$ cat src/rtl/hand_feature_extract_if.sv
// Pixel-stream and feature-result bundle between the hand-mask source,
// the feature extractor and the feature consumer.
interface hand_feature_extract_if #(
  parameter int LENGTH = 30,
  parameter int WIDTH  = 60,
  parameter int CW     = $clog2(LENGTH*WIDTH+1)
);
  localparam int RW  = (LENGTH > 1) ? $clog2(LENGTH) : 1;
  localparam int CLW = (WIDTH > 1) ? $clog2(WIDTH) : 1;

  logic           start;
  logic           pix_valid;
  logic           pix_bit;
  logic           pix_ready;
  logic           feat_valid;
  logic           feat_ready;
  logic [CW-1:0]  pix_count;
  logic [RW-1:0]  min_row;
  logic [RW-1:0]  max_row;
  logic [CLW-1:0] min_col;
  logic [CLW-1:0] max_col;
  logic [23:0]    sum_row;
  logic [23:0]    sum_col;
  logic           empty;
  logic           busy;

  modport master (
    output start, pix_valid, pix_bit, feat_ready,
    input  pix_ready, feat_valid, pix_count, min_row, max_row,
           min_col, max_col, sum_row, sum_col, empty, busy
  );

  modport slave (
    input  start, pix_valid, pix_bit, feat_ready,
    output pix_ready, feat_valid, pix_count, min_row, max_row,
           min_col, max_col, sum_row, sum_col, empty, busy
  );
endinterface

$ cat src/rtl/hand_feature_extract.sv
// Accumulates pixel count, bounding box and centroid numerators of a binary
// hand mask streamed in raster order, then holds the features until consumed.
module hand_feature_extract #(
  parameter int LENGTH = 30,
  parameter int WIDTH  = 60,
  parameter int CW     = $clog2(LENGTH*WIDTH+1)
) (
  input  logic                  fpga_clk,
  input  logic                  rst,
  hand_feature_extract_if.slave bus
);
  localparam int RW  = (LENGTH > 1) ? $clog2(LENGTH) : 1;
  localparam int CLW = (WIDTH > 1) ? $clog2(WIDTH) : 1;
  localparam logic [RW-1:0]  LAST_ROW = RW'(LENGTH - 1);
  localparam logic [CLW-1:0] LAST_COL = CLW'(WIDTH - 1);

  typedef enum logic [1:0] {IDLE, ACCUM, HOLD} state_e;

  state_e         state_q, state_d;
  logic [RW-1:0]  rowIdx_q, rowIdx_d;
  logic [CLW-1:0] colIdx_q, colIdx_d;
  logic [CW-1:0]  pixCount_q, pixCount_d;
  logic [RW-1:0]  minRow_q, minRow_d;
  logic [RW-1:0]  maxRow_q, maxRow_d;
  logic [CLW-1:0] minCol_q, minCol_d;
  logic [CLW-1:0] maxCol_q, maxCol_d;
  logic [23:0]    sumRow_q, sumRow_d;
  logic [23:0]    sumCol_q, sumCol_d;
  logic           accept;
  logic           lastPixel;
  logic           frameEmpty;

  assign accept    = (state_q == ACCUM) && bus.pix_valid;
  assign lastPixel = (rowIdx_q == LAST_ROW) && (colIdx_q == LAST_COL);

  always_ff @(posedge fpga_clk) begin
    if (rst) begin
      state_q    <= IDLE;
      rowIdx_q   <= '0;
      colIdx_q   <= '0;
      pixCount_q <= '0;
      minRow_q   <= '0;
      maxRow_q   <= '0;
      minCol_q   <= '0;
      maxCol_q   <= '0;
      sumRow_q   <= '0;
      sumCol_q   <= '0;
    end else begin
      state_q    <= state_d;
      rowIdx_q   <= rowIdx_d;
      colIdx_q   <= colIdx_d;
      pixCount_q <= pixCount_d;
      minRow_q   <= minRow_d;
      maxRow_q   <= maxRow_d;
      minCol_q   <= minCol_d;
      maxCol_q   <= maxCol_d;
      sumRow_q   <= sumRow_d;
      sumCol_q   <= sumCol_d;
    end
  end

  always_comb begin
    state_d    = state_q;
    rowIdx_d   = rowIdx_q;
    colIdx_d   = colIdx_q;
    pixCount_d = pixCount_q;
    minRow_d   = minRow_q;
    maxRow_d   = maxRow_q;
    minCol_d   = minCol_q;
    maxCol_d   = maxCol_q;
    sumRow_d   = sumRow_q;
    sumCol_d   = sumCol_q;

    unique case (state_q)
      IDLE: begin
        if (bus.start) begin
          state_d    = ACCUM;
          rowIdx_d   = '0;
          colIdx_d   = '0;
          pixCount_d = '0;
          sumRow_d   = '0;
          sumCol_d   = '0;
          minRow_d   = '1;
          maxRow_d   = '0;
          minCol_d   = '1;
          maxCol_d   = '0;
        end
      end

      ACCUM: begin
        if (accept) begin
          if (bus.pix_bit) begin
            pixCount_d = pixCount_q + CW'(1);
            sumRow_d   = sumRow_q + 24'(rowIdx_q);
            sumCol_d   = sumCol_q + 24'(colIdx_q);
            if (rowIdx_q < minRow_q) minRow_d = rowIdx_q;
            if (rowIdx_q > maxRow_q) maxRow_d = rowIdx_q;
            if (colIdx_q < minCol_q) minCol_d = colIdx_q;
            if (colIdx_q > maxCol_q) maxCol_d = colIdx_q;
          end
          // The last pixel parks both counters at zero rather than stepping past the frame
          if (lastPixel) begin
            state_d  = HOLD;
            rowIdx_d = '0;
            colIdx_d = '0;
          end else if (colIdx_q == LAST_COL) begin
            colIdx_d = '0;
            rowIdx_d = rowIdx_q + RW'(1);
          end else begin
            colIdx_d = colIdx_q + CLW'(1);
          end
        end
      end

      HOLD: begin
        if (bus.feat_ready) state_d = IDLE;
      end

      default: state_d = IDLE;
    endcase
  end

  // An empty frame reports zero bounds instead of the min/max sentinels
  assign frameEmpty     = (pixCount_q == '0);
  assign bus.pix_ready  = (state_q == ACCUM);
  assign bus.feat_valid = (state_q == HOLD);
  assign bus.busy       = (state_q != IDLE);
  assign bus.pix_count  = pixCount_q;
  assign bus.sum_row    = sumRow_q;
  assign bus.sum_col    = sumCol_q;
  assign bus.empty      = frameEmpty;
  assign bus.min_row    = frameEmpty ? '0 : minRow_q;
  assign bus.max_row    = frameEmpty ? '0 : maxRow_q;
  assign bus.min_col    = frameEmpty ? '0 : minCol_q;
  assign bus.max_col    = frameEmpty ? '0 : maxCol_q;
endmodule

$ cat src/flat_wrapper.sv
// flat-port wrapper written by rule: the top's interface ports become plain ports
module hand_feature_extract_flat 
#(
  parameter int LENGTH = 30,
  parameter int WIDTH  = 60,
  parameter int CW     = $clog2(LENGTH*WIDTH+1)
)
  (fpga_clk, rst, bus_start, bus_pix_valid, bus_pix_bit, bus_feat_ready, bus_pix_ready, bus_feat_valid, bus_pix_count, bus_min_row, bus_max_row, bus_min_col, bus_max_col, bus_sum_row, bus_sum_col, bus_empty, bus_busy);
  hand_feature_extract_if #(.LENGTH(LENGTH), .WIDTH(WIDTH), .CW(CW)) bus_i ();
  input  logic fpga_clk;
  input  logic rst;
  input wire logic [$bits(bus_i.start)-1:0] bus_start;
  input wire logic [$bits(bus_i.pix_valid)-1:0] bus_pix_valid;
  input wire logic [$bits(bus_i.pix_bit)-1:0] bus_pix_bit;
  input wire logic [$bits(bus_i.feat_ready)-1:0] bus_feat_ready;
  output wire logic [$bits(bus_i.pix_ready)-1:0] bus_pix_ready;
  output wire logic [$bits(bus_i.feat_valid)-1:0] bus_feat_valid;
  output wire logic [$bits(bus_i.pix_count)-1:0] bus_pix_count;
  output wire logic [$bits(bus_i.min_row)-1:0] bus_min_row;
  output wire logic [$bits(bus_i.max_row)-1:0] bus_max_row;
  output wire logic [$bits(bus_i.min_col)-1:0] bus_min_col;
  output wire logic [$bits(bus_i.max_col)-1:0] bus_max_col;
  output wire logic [$bits(bus_i.sum_row)-1:0] bus_sum_row;
  output wire logic [$bits(bus_i.sum_col)-1:0] bus_sum_col;
  output wire logic [$bits(bus_i.empty)-1:0] bus_empty;
  output wire logic [$bits(bus_i.busy)-1:0] bus_busy;
  assign bus_i.start = bus_start;
  assign bus_i.pix_valid = bus_pix_valid;
  assign bus_i.pix_bit = bus_pix_bit;
  assign bus_i.feat_ready = bus_feat_ready;
  assign bus_pix_ready = bus_i.pix_ready;
  assign bus_feat_valid = bus_i.feat_valid;
  assign bus_pix_count = bus_i.pix_count;
  assign bus_min_row = bus_i.min_row;
  assign bus_max_row = bus_i.max_row;
  assign bus_min_col = bus_i.min_col;
  assign bus_max_col = bus_i.max_col;
  assign bus_sum_row = bus_i.sum_row;
  assign bus_sum_col = bus_i.sum_col;
  assign bus_empty = bus_i.empty;
  assign bus_busy = bus_i.busy;
  hand_feature_extract #(.LENGTH(LENGTH), .WIDTH(WIDTH), .CW(CW)) u_core (.fpga_clk(fpga_clk), .rst(rst), .bus(bus_i));
endmodule
$ cat config.mk
export PLATFORM = sky130hd
export DESIGN_NAME = hand_feature_extract_flat
export DESIGN_NICKNAME = d
export VERILOG_FILES = /design/src/rtl/hand_feature_extract_if.sv /design/src/rtl/hand_feature_extract.sv /design/src/flat_wrapper.sv
export SDC_FILE = /design/constraint.sdc
export NUM_CORES = 1
export LEC_CHECK = 0
export CAP_MARGIN = 20
export CORE_ASPECT_RATIO = 2
export CORE_UTILIZATION = 50
export DETAILED_ROUTE_END_ITERATION = 10
export PLACE_DENSITY = 0.83
export SLEW_MARGIN = 20
export SYNTH_ARGS = -nofsm -noshare
export SYNTH_HDL_FRONTEND = slang
export SYNTH_SLANG_ARGS = --single-unit
$ cat constraint.sdc
create_clock -name fpga_clk -period 3.3 [get_ports fpga_clk]
set_clock_uncertainty 0.15 [all_clocks]
set_input_delay 0.33 -clock fpga_clk [delete_from_list [all_inputs] [get_ports fpga_clk]]
set_output_delay 0.33 -clock fpga_clk [all_outputs]
set_load 0.01 [all_outputs]
==> impl_metrics.toml <==
[logic_synthesis]
synth_cell_types = 57
synth-main-ff-cell = "dfxtp_1"
synth_seq_cells = 94
syn_nets = 663
synth_edf_count = 0
ys_async_sr_fraction = 0
syn_avg_cell_area_sq_um = 8.38
synth-seq-area-share = 0.363
yosys_warnings = 0
netlist_instances = 619
syn_area_sq_um = 5190

[final_layout]
drive_above_1_share = 0.0856
layout_commonest_cell = "dfxtp_1"
layout_common_cells = "dfxtp_1, clkdlybuf4s50_1, nor2_1, nand2_1, a21oi_1"
nets = 752
area_delta_synth_final_pct = 27.2
n_antenna_cell = 0

[power_and_ir_drop]
p_sw_w = 0.000590
combPwrFrac = 0.072
switching_share = 0.231
p_int_w = 0.00197
power.leakage_nw = 2.39
pwr-share-clk = 0.470
irDropWorstVdd_uv = 322
seq_power_share = 0.458
p_per_area_nw_per_um2 = 387

[detailed_routing]
ant_nets = 0
drc = 0
via_per_inst = 5.87
first_iter_violations = 291
vias = 4974
wl_per_cell_um = 16.7
dr.pass1.iters = 5
drt-total-wl_um = 14100

[sta]
finalSetupViolCount = 0
tightestPinTransition_ns = 0.843
rsz0062_at_grt = "no"
hold_viol_final = 0
max_freq_mhz = 334
post-route-min-period_ns = 2.99
min_period_over_period = 0.906
drv_slew = 0
setup_tns_ns = 0
hold_slack_ns = 0.331
slew_headroom = 0.423

[worst_setup_path]
r2r_setup_slack_ns = 0.58
crit_arrival_ns = 2.51
crit_path_end_kind = "primary output"
startpoint_type = "flop"
crit_required_ns = 2.82
rr_worst_depth = 8
critPathMaxFanout = 19
r2r_end = "u_core.bus.sum_col[14]$_SDFFE_PP0P_"
worstSetupPathType = "reg -> out"
rr_startpoint = "u_core.colIdx_q[0]$_SDFFE_PP0P_"

[floorplanning]
start_util = 0.515
num_rows = 52
pin_count = 91
core-area_sq_um = 10100
dieArea_sq_um = 10800
die_w_um = 74.0
fp.dieH_um = 146

[hold_path]
hp-class = "reg -> reg"
whs_endpoint = "u_core.bus.sum_row[0]$_SDFFE_PP0P_"
worstHoldPathCells = 2
hold_path.startpoint = "u_core.bus.sum_row[0]$_SDFFE_PP0P_"

[clock_network]
cts_max_level = 3
numCtsBuffers = 9
cts.root.buffer_cell = "clkbuf_16"
cts_setup_buffers = 0
post_cts_resize_count = 0
insertion_delay_ns = 0.35
clk_path_buf_depth = 2
cts.reportedPaths.clkPinSlew_ns = 0.07
cts_tree = "yes"
postCtsHoldBufs = 0
cts.sinks = 94

[status]
status = "finished, final reports clean"

[grt]
overflow = 0
grt_pass1_wl_um = 23000
grt_pass1_vias = 4829
antenna_found_initial = 0
grt_max_degree = 35
grt.total_usage = 0.273

[place]
place.gp.congestion = 0.885
dp_hpwl_um = 10300
port-buffer-count = 90

[job]
cap_viol_max_count = 0
## Yosys cell counts (all sizes together) (2+ instances only)
cell     instances  area (sq um)
or3              8          50.1
nand4b           3          26.3
and4             3          26.3
nand2b           6          37.5
clkbuf          19          71.3
nand4           18           113
nand2           49           186
buf              6          31.3
nor3            12          60.1
nor2b            5          31.3
a21o             7          52.6
nand3           28           153
o2111ai          6          52.6
o32ai            6          52.6
ha              36           450
a211oi           8          77.6
xnor2           11          96.3
nor2            69           259
a21oi           47           235
inv             39           146
o21ai           25           125
mux2i            8          80.1
xor2            21           184
a2111oi          5          68.8
or2             12          75.1
o221a           11           124
and3            10          62.6
or4              7          52.6
nor4             3          18.8
o211ai           3          22.5
a22o             5          43.8
o31ai            5          37.5
clkinv           3          11.3
dfxtp           94          1880
fa               2          40.0
a31oi            2          12.5
and2             6          37.5
## worst max-delay path: stages, from the launching register on
cell and delay (ns):
dfxtp_1 0.45, inv_1 0.07, ha_1 0.22, nand4b_1 0.29
clkinvlp_4 0.38, nor2_1 0.19, clkdlybuf4s50_1 0.55
## metrics by stage
step           setup WS, ns  cells  cell area [sq um]  power [W]   util
6_report              0.310    848               6600    0.00256  0.655
5_1_grt               0.123    848               6600    0.00263  0.655
4_1_cts               0.194    848               6600    0.00256  0.654
3_5_place_dp          0.492    832               6260    0.00138  0.621
3_3_place_gp          0.555    832               6260    0.00137  0.621
2_1_floorplan         0.894    619               5190    0.00131      -
## power groups by stage
stage	Sequential (W)	Clock [W]	Combinational (W)
floorplan	0.00119	0	0.000122
finish	0.00117	0.00120	0.000184
global placement	0.00119	0	0.000174
global route	0.00117	0.00126	0.000201
CTS	0.00117	0.00121	0.000182
detailed placement	0.00120	0	0.000181
## sequential cells by signal, summed over array words and instances, names as in the netlist
signal,count
u_core.bus.pix_count,11
u_core.bus.sum_col,24
u_core.bus.sum_row,24
u_core.colIdx_q,6
u_core.maxCol_q,6
u_core.maxRow_q,5
u_core.minCol_q,6
u_core.minRow_q,5
u_core.rowIdx_q,5
u_core.state_q,2
## cell families after synthesis
logic type	count (synthesis)	share of synthesized area
simple gates	240	0.230
compound gates	139	0.191
flops	94	0.363
buf+inv	67	0.0501
fa+ha+maj	38	0.0945
xor+xnor	32	0.0540
mux	9	0.0176
## cell type report
class	count	area [sq um]
fillers	815	3480
well taps	135	169
repair buffers	103	998
multi-input cells	458	3050
clock inverters	5	106
flip-flops and latches	94	1880
inverters	42	161
clock buffers	11	233
## per-layer routing
layer | vias up | track usage | part of all wire
met1 | 2386 | 0.305 | 0.37
met2 | 153 | 0.483 | 0.56
met3 | 35 | 0.0449 | 0.042
met5 | - | 0 | 0
li1 | 2400 | - | -
met4 | 0 | 0.130 | 0.031
## worst max-delay path by stage
stage | slack [ns] | start | to
2_1_floorplan | 0.89 | u_core.colIdx_q[0]$_SDFFE_PP0P_ | u_core.bus.sum_col[14]$_SDFFE_PP0P_
3_3_place_gp | 0.56 | bus_start | u_core.bus.sum_col[23]$_SDFFE_PP0P_
3_5_place_dp | 0.49 | bus_start | u_core.bus.sum_col[21]$_SDFFE_PP0P_
4_1_cts | 0.19 | u_core.bus.pix_count[0]$_SDFFE_PP0P_ | bus_max_col[5]
5_1_grt | 0.12 | u_core.bus.pix_count[0]$_SDFFE_PP0P_ | bus_max_col[5]
6_report | 0.31 | u_core.bus.pix_count[0]$_SDFFE_PP0P_ | bus_max_col[5]
(Power assumes the default switching activity.)
